`src/rtl/hex_scan_display_if.sv`:
```
// rtl/hex_scan_display_if.sv - value/control inputs and multiplexed display outputs of hex_scan_display
interface hex_scan_display_if #(
    parameter int NUM_DIGITS = 4
) ();
    logic                      load;
    logic [4*NUM_DIGITS-1:0]   value;
    logic                      lz_blank;
    logic                      blink_en;
    logic [6:0]                seg;
    logic [NUM_DIGITS-1:0]     an;
    logic                      pending;
    logic                      frame_tick;

    modport master (
        output load, value, lz_blank, blink_en,
        input  seg, an, pending, frame_tick
    );

    modport slave (
        input  load, value, lz_blank, blink_en,
        output seg, an, pending, frame_tick
    );
endinterface

```
`src/rtl/hex_scan_display.sv`:
```
// rtl/hex_scan_display.sv - time-multiplexed hex 7-segment driver with frame-synchronous load, blanking and blink
module hex_scan_display #(
    parameter int NUM_DIGITS   = 4,
    parameter int SCAN_DIV     = 50000,
    parameter int BLINK_FRAMES = 25
) (
    input  logic                 clk,
    input  logic                 rst_n,
    hex_scan_display_if.slave    bus
);
    localparam int CW = (SCAN_DIV > 1)     ? $clog2(SCAN_DIV)     : 1;
    localparam int IW = (NUM_DIGITS > 1)   ? $clog2(NUM_DIGITS)   : 1;
    localparam int FW = (BLINK_FRAMES > 1) ? $clog2(BLINK_FRAMES) : 1;
    localparam int VW = 4 * NUM_DIGITS;

    localparam logic [CW-1:0]         CNT_LAST = CW'(SCAN_DIV - 1);
    localparam logic [IW-1:0]         IDX_LAST = IW'(NUM_DIGITS - 1);
    localparam logic [FW-1:0]         FRM_LAST = FW'(BLINK_FRAMES - 1);
    localparam logic [NUM_DIGITS-1:0] AN_ONE   = NUM_DIGITS'(1);
    localparam logic [6:0]            SEG_OFF  = 7'h7F;

    logic [CW-1:0]         cnt;
    logic [IW-1:0]         idx;
    logic [VW-1:0]         pend_val;
    logic [VW-1:0]         disp_val;
    logic                  pending;
    logic [FW-1:0]         frame_cnt;
    logic                  phase;
    logic [6:0]            seg_reg;
    logic [NUM_DIGITS-1:0] an_reg;
    logic                  frame_tick_reg;

    logic                  tick;
    logic                  boundary;
    logic [IW-1:0]         idx_nxt;
    logic [VW-1:0]         disp_nxt;
    logic [FW-1:0]         frame_cnt_nxt;
    logic                  phase_nxt;
    logic [NUM_DIGITS:0]   zero_run;
    logic [3:0]            nib;
    logic                  lz_hide;
    logic [6:0]            seg_nxt;
    logic [NUM_DIGITS-1:0] an_nxt;

    function automatic logic [6:0] hex7(input logic [3:0] n);
        case (n)
            4'h0: hex7 = 7'h40;
            4'h1: hex7 = 7'h79;
            4'h2: hex7 = 7'h24;
            4'h3: hex7 = 7'h30;
            4'h4: hex7 = 7'h19;
            4'h5: hex7 = 7'h12;
            4'h6: hex7 = 7'h02;
            4'h7: hex7 = 7'h78;
            4'h8: hex7 = 7'h00;
            4'h9: hex7 = 7'h18;
            4'hA: hex7 = 7'h08;
            4'hB: hex7 = 7'h03;
            4'hC: hex7 = 7'h46;
            4'hD: hex7 = 7'h21;
            4'hE: hex7 = 7'h06;
            default: hex7 = 7'h0E;
        endcase
    endfunction

    always_comb begin
        tick     = (cnt == CNT_LAST);
        boundary = tick && (idx == IDX_LAST);
        idx_nxt  = (idx == IDX_LAST) ? '0 : idx + 1'b1;

        // A load landing on the boundary edge bypasses pend_val so it shows from digit 0 of this frame
        disp_nxt = disp_val;
        if (boundary) begin
            if (bus.load)
                disp_nxt = bus.value;
            else if (pending)
                disp_nxt = pend_val;
        end

        frame_cnt_nxt = frame_cnt;
        phase_nxt     = phase;
        if (tick) begin
            if (!bus.blink_en) begin
                frame_cnt_nxt = '0;
                phase_nxt     = 1'b0;
            end else if (boundary) begin
                if (frame_cnt == FRM_LAST) begin
                    frame_cnt_nxt = '0;
                    phase_nxt     = ~phase;
                end else begin
                    frame_cnt_nxt = frame_cnt + 1'b1;
                end
            end
        end

        // zero_run[i] is set when nibbles i..NUM_DIGITS-1 of the next displayed value are all zero
        zero_run[NUM_DIGITS] = 1'b1;
        for (int i = NUM_DIGITS - 1; i >= 0; i--)
            zero_run[i] = zero_run[i+1] && (disp_nxt[4*i +: 4] == 4'h0);

        nib     = 4'h0;
        lz_hide = 1'b0;
        for (int i = 0; i < NUM_DIGITS; i++) begin
            if (idx_nxt == IW'(i)) begin
                nib     = disp_nxt[4*i +: 4];
                lz_hide = bus.lz_blank && (i != 0) && zero_run[i];
            end
        end

        if (bus.blink_en && phase_nxt)
            seg_nxt = SEG_OFF;
        else if (lz_hide)
            seg_nxt = SEG_OFF;
        else
            seg_nxt = hex7(nib);

        an_nxt = ~(AN_ONE << idx_nxt);
    end

    always_ff @(posedge clk or negedge rst_n) begin
        if (!rst_n) begin
            cnt            <= '0;
            idx            <= IDX_LAST;
            pend_val       <= '0;
            disp_val       <= '0;
            pending        <= 1'b0;
            frame_cnt      <= '0;
            phase          <= 1'b0;
            seg_reg        <= SEG_OFF;
            an_reg         <= '1;
            frame_tick_reg <= 1'b0;
        end else begin
            cnt            <= tick ? '0 : cnt + 1'b1;
            disp_val       <= disp_nxt;
            frame_cnt      <= frame_cnt_nxt;
            phase          <= phase_nxt;
            frame_tick_reg <= boundary;
            if (tick) begin
                idx     <= idx_nxt;
                seg_reg <= seg_nxt;
                an_reg  <= an_nxt;
            end
            if (bus.load && !boundary) begin
                pend_val <= bus.value;
                pending  <= 1'b1;
            end else if (boundary) begin
                pending  <= 1'b0;
            end
        end
    end

    assign bus.seg        = seg_reg;
    assign bus.an         = an_reg;
    assign bus.pending    = pending;
    assign bus.frame_tick = frame_tick_reg;
endmodule
```
`src/flat_wrapper.sv`:
```
// flat-port wrapper written by rule: the top's interface ports become plain ports
module hex_scan_display_flat 
#(
    parameter int NUM_DIGITS   = 4,
    parameter int SCAN_DIV     = 50000,
    parameter int BLINK_FRAMES = 25
)
  (clk, rst_n, bus_load, bus_value, bus_lz_blank, bus_blink_en, bus_seg, bus_an, bus_pending, bus_frame_tick);
  hex_scan_display_if #(.NUM_DIGITS(NUM_DIGITS)) bus_i ();
  input  logic clk;
  input  logic rst_n;
  input wire logic [$bits(bus_i.load)-1:0] bus_load;
  input wire logic [$bits(bus_i.value)-1:0] bus_value;
  input wire logic [$bits(bus_i.lz_blank)-1:0] bus_lz_blank;
  input wire logic [$bits(bus_i.blink_en)-1:0] bus_blink_en;
  output wire logic [$bits(bus_i.seg)-1:0] bus_seg;
  output wire logic [$bits(bus_i.an)-1:0] bus_an;
  output wire logic [$bits(bus_i.pending)-1:0] bus_pending;
  output wire logic [$bits(bus_i.frame_tick)-1:0] bus_frame_tick;
  assign bus_i.load = bus_load;
  assign bus_i.value = bus_value;
  assign bus_i.lz_blank = bus_lz_blank;
  assign bus_i.blink_en = bus_blink_en;
  assign bus_seg = bus_i.seg;
  assign bus_an = bus_i.an;
  assign bus_pending = bus_i.pending;
  assign bus_frame_tick = bus_i.frame_tick;
  hex_scan_display #(.NUM_DIGITS(NUM_DIGITS), .SCAN_DIV(SCAN_DIV), .BLINK_FRAMES(BLINK_FRAMES)) u_core (.clk(clk), .rst_n(rst_n), .bus(bus_i));
endmodule
```
`config.mk`:
```
export PLATFORM = sky130hd
export DESIGN_NAME = hex_scan_display_flat
export DESIGN_NICKNAME = d
export VERILOG_FILES = /design/src/rtl/hex_scan_display_if.sv /design/src/rtl/hex_scan_display.sv /design/src/flat_wrapper.sv
export SDC_FILE = /design/constraint.sdc
export NUM_CORES = 1
export LEC_CHECK = 0
export BUFFER_PORTS_ARGS = -buffer_cell sky130_fd_sc_hd__buf_4
export CAP_MARGIN = 10
export CORE_ASPECT_RATIO = 1.1
export CORE_MARGIN = 4
export CORE_UTILIZATION = 27
export CTS_CLUSTER_DIAMETER = 200
export DETAILED_ROUTE_END_ITERATION = 6
export GPL_ROUTABILITY_DRIVEN = 1
export PLACE_DENSITY = 0.51
export SYNTH_ARGS = -nofsm -noshare
export SYNTH_HDL_FRONTEND = slang
export SYNTH_SLANG_ARGS = --single-unit
```
`constraint.sdc`:
```
create_clock -name clk -period 3.55 [get_ports clk]
set_input_delay 0.1775 -clock clk [delete_from_list [all_inputs] [get_ports clk]]
set_output_delay 0.1775 -clock clk [all_outputs]
set_load 0.03 [all_outputs]
```
==> impl_metrics.csv <==
group,metric,value,unit
outcome,status,"finished, violations left",
outcome,violations,"negative hold slack",
hold_path,worstHoldPathType,"in -> async",
placed_design,gp_congestion,0.8146,
worst_setup_path,cp_num_buf_inv,2,
drt,totalWireLength,9.402,mm
drt,vias_per_cell,4.819,
die,die_x,120.5,um
worst_setup_path,critical-path-top-delay-family,"compound AO/OA/AOI/OAI gates",
timing,setup_viol,0,
cts,clk_path_buf_depth,2,
die,io_pins,34,
logic_synthesis,ys.flop_type,"dfrtp_1",
grt,grt_pass1_wl,15.79,mm
logic_synthesis,synthTopCellsByCount,"dfrtp_1, nand2_1, nor2_1",
die,start_util,0.2800,
logic_synthesis,seq_area_frac_synth,0.4634,
final_layout,fin_util,0.3431,
final_layout,reg_top3,"u_core.cnt: 16 flops, u_core.disp_val: 16 flops, u_core.pend_val: 16 flops",
worst_setup_path,max_stage_delay,560,ps
cts,postCtsHoldBufs,0,
grt,grt_usage,0.1244,
timing,fin_crit_sh,0.9372,
worst_setup_path,slowest_stage,"dfstp_2",
power_and_ir_drop,p_int,1.500,mW
worst_setup_path,cp_max_fo,9,
logic_synthesis,syn_inst,377,
drt,drc,0,
cts,cts.htree.levels,3,
power_and_ir_drop,p_comb_frac,0.049,
final_layout,diodes,0,
worst_setup_path,path_class,"reg -> reg",
final_layout,instances_no_fill,608,
grt,grt_max_degree,70,
timing,worst_pin_slew,886.2,ps
drt,vias,2930,
worst_setup_path,cpMostUsedCell,"ha_1",
job,cap_violations,0,
worst_setup_path,cp_cell_sequence,"ha_1, and4_2, nand4_4, inv_4, mux2_2, o211a_1, a211o_1, o221ai_2, inv_1, ha_1, or2_2, o22ai_1, a311o_1, a21oi_1",
timing,period_needed,3327,ps
cts,clk_root_buffer_cell,"clkbuf_16",
worst_setup_path,crit_required,3820,ps
cts,clkTransAtPathRegs,60,ps
die,die_area,0.01588,mm2
die,placementRows,44,
grt,antenna_found_initial,0,
die,die_y,131.8,um
logic_synthesis,synthTopCellsByArea,"dfrtp_1, dfstp_2, mux2_2",
cts,cts_tree,"yes",
timing,finalHoldWorstSlack,-42.20,ps
logic_synthesis,synth_top_area_share,0.3726,
logic_synthesis,yosysWarnings,0,
cts,cts.sinks,69,
placed_design,io_buffer_count,33,
logic_synthesis,synth_area_leader_cell,"dfrtp_1",
placed_design,dp_cells,591,
drt,first_pass_iters,4,
logic_synthesis,synth_enable_flop_cells,0,
worst_setup_path,start_kind,"flop",
final_layout,drive_gt1_frac,0.2594,
power_and_ir_drop,ir_drop,0.2897,mV
die,coreArea,0.01343,mm2
timing,max-slew-margin-rel,0.4092,
power_and_ir_drop,leakage,2.066,nW
logic_synthesis,yosysMostFrequentCell,"dfrtp_1",
logic_synthesis,async_flop_share,1.000,
power_and_ir_drop,pwr-share-seq,0.430,
worst_setup_path,crit_arrival,3600,ps
logic_synthesis,synthesis.area,0.003761,mm2
power_and_ir_drop,swShare,0.2105,
power_and_ir_drop,p_switching,0.4000,mW
timing,max_freq,300.6,MHz
worst_setup_path,end_kind,"flop",
timing,hold_viol_final,45,
grt,grt_pass1_vias,3018,
timing,drv_slew,0,
placed_design,hpwlAfterDp,6.672,mm
final_layout,area_delta_synth_final,22.55,%
cts,numCtsBuffers,9,
drt,wire_per_inst,15.46,um
timing,rsz0062_at_grt,"no",
logic_synthesis,ys_seq_elements,69,
logic_synthesis,synth_fp_nets,409,
final_layout,nets,451,
grt,grt_overflow,0,
cts,clk_latency,340,ps
timing,fin_skew,7.892,ps
power_and_ir_drop,p_per_area,412.2,mW/mm2
logic_synthesis,synth_cell_types,57,
timing,tns,0,ps
drt,drt-initial-drc-count,194,
logic_synthesis,syn_area_per_cell,9.976,um2
drt,antenna_left,0,
power_and_ir_drop,clockPowerShare,0.521,
## power by group through the flow
stage	registers [mW]	clock network (mW)	logic (mW)
final	0.817	0.989	0.0937
after detailed placement	0.830	0	0.0957
after CTS	0.816	1.01	0.0963
after floorplan	0.827	0	0.0461
after global placement	0.829	0	0.0950
after global routing	0.818	1.05	0.105
## stage by stage
stage	total power [mW]	cell area, um2	worst slack, ps
2_1_floorplan	0.8726	3761	358.7
5_1_grt	1.976	4609	8.472
6_report	1.900	4609	222.8
3_5_place_dp	0.9256	4250	91.05
3_3_place_gp	0.9242	4250	160.3
4_1_cts	1.926	4577	70.53
## area by class of cell
| cell class | count | area (um2) |
|---|---|---|
| inverters | 19 | 73.82 |
| fillers | 1383 | 8823 |
| multi-input cells | 274 | 1891 |
| well taps | 184 | 230.2 |
| clock inverters | 4 | 70.07 |
| flip-flops and latches | 69 | 1743 |
| clock buffers | 12 | 256.5 |
| repair buffers | 46 | 345.3 |
## worst reg2reg max path, stage by stage (launching register included)
cell      delay, ps
dfstp_2         560
ha_1            170
and4_2          320
nand4_4         170
inv_4           170
mux2_2          360
o211a_1         130
a211o_1         270
o221ai_2        120
inv_1           120
ha_1            230
or2_2           280
o22ai_1         150
a311o_1         130
a21oi_1          70
## path summary, 6_finish.rpt
| path | from | to | slack, ps | cells past startpoint |
|---|---|---|---|---|
| hold reg to reg | u_core.bus.an[0]$_DFFE_PN1N_ | u_core.bus.an[0]$_DFFE_PN1N_ | 450 | 2 |
| setup reg to reg | u_core.idx[0]$_DFFE_PN1N_ | u_core.bus.seg[3]$_DFFE_PN1N_ | 220 | 14 |
| hold / removal | rst_n | u_core.pend_val[2]$_DFFE_PN0P_ | -40 | 1 |
| setup / recovery | u_core.idx[0]$_DFFE_PN1N_ | u_core.bus.seg[3]$_DFFE_PN1N_ | 220 | 14 |
| min in group clk | bus_value[0] | u_core.pend_val[0]$_DFFE_PN0P_ | 80 | 2 |
| max in group asynchronous | rst_n | u_core.cnt[14]$_DFF_PN0_ | 3010 | 1 |
## layer usage
layer / up-vias / part of all wire / global-route usage
met2: 52 / 0.46 / 0.1929
met4: 0 / 0.013 / 0.03589
met1: 1430 / 0.48 / 0.1644
met5: - / 0 / 0
li1: 1439 / - / -
met3: 9 / 0.049 / 0.04335
## cells by family after synthesis
family | count (synthesis) | share of synthesized area
xor+xnor | 15 | 0.03493
flops | 69 | 0.4634
simple gates | 140 | 0.1956
compound gates | 84 | 0.1600
buf+inv | 34 | 0.03992
mux | 24 | 0.06953
fa+ha+maj | 11 | 0.03659
## repair_timing
action                     CTS  global route
buffers inserted             0             1
resized for setup            0             5
setup endpoints to repair    0             3
## layout by cell type, fill, tap and decap left out, types with 4 or more instances in the layout
cell type	count
a21oi_1	14
a31oi_1	5
a32oi_1	7
and3_1	5
buf_4	46
clkbuf_16	9
dfrtp_1	56
dfstp_2	13
ha_1	11
inv_1	17
mux2_2	17
mux2i_1	7
nand2_1	43
nand2b_1	10
nand3_1	14
nand4_1	8
nor2_1	35
o21a_1	5
o21ai_0	21
o22ai_1	7
or3_1	4
xnor2_1	4
xor2_1	11
No activity file was read; power rests on OpenSTA's default activity.
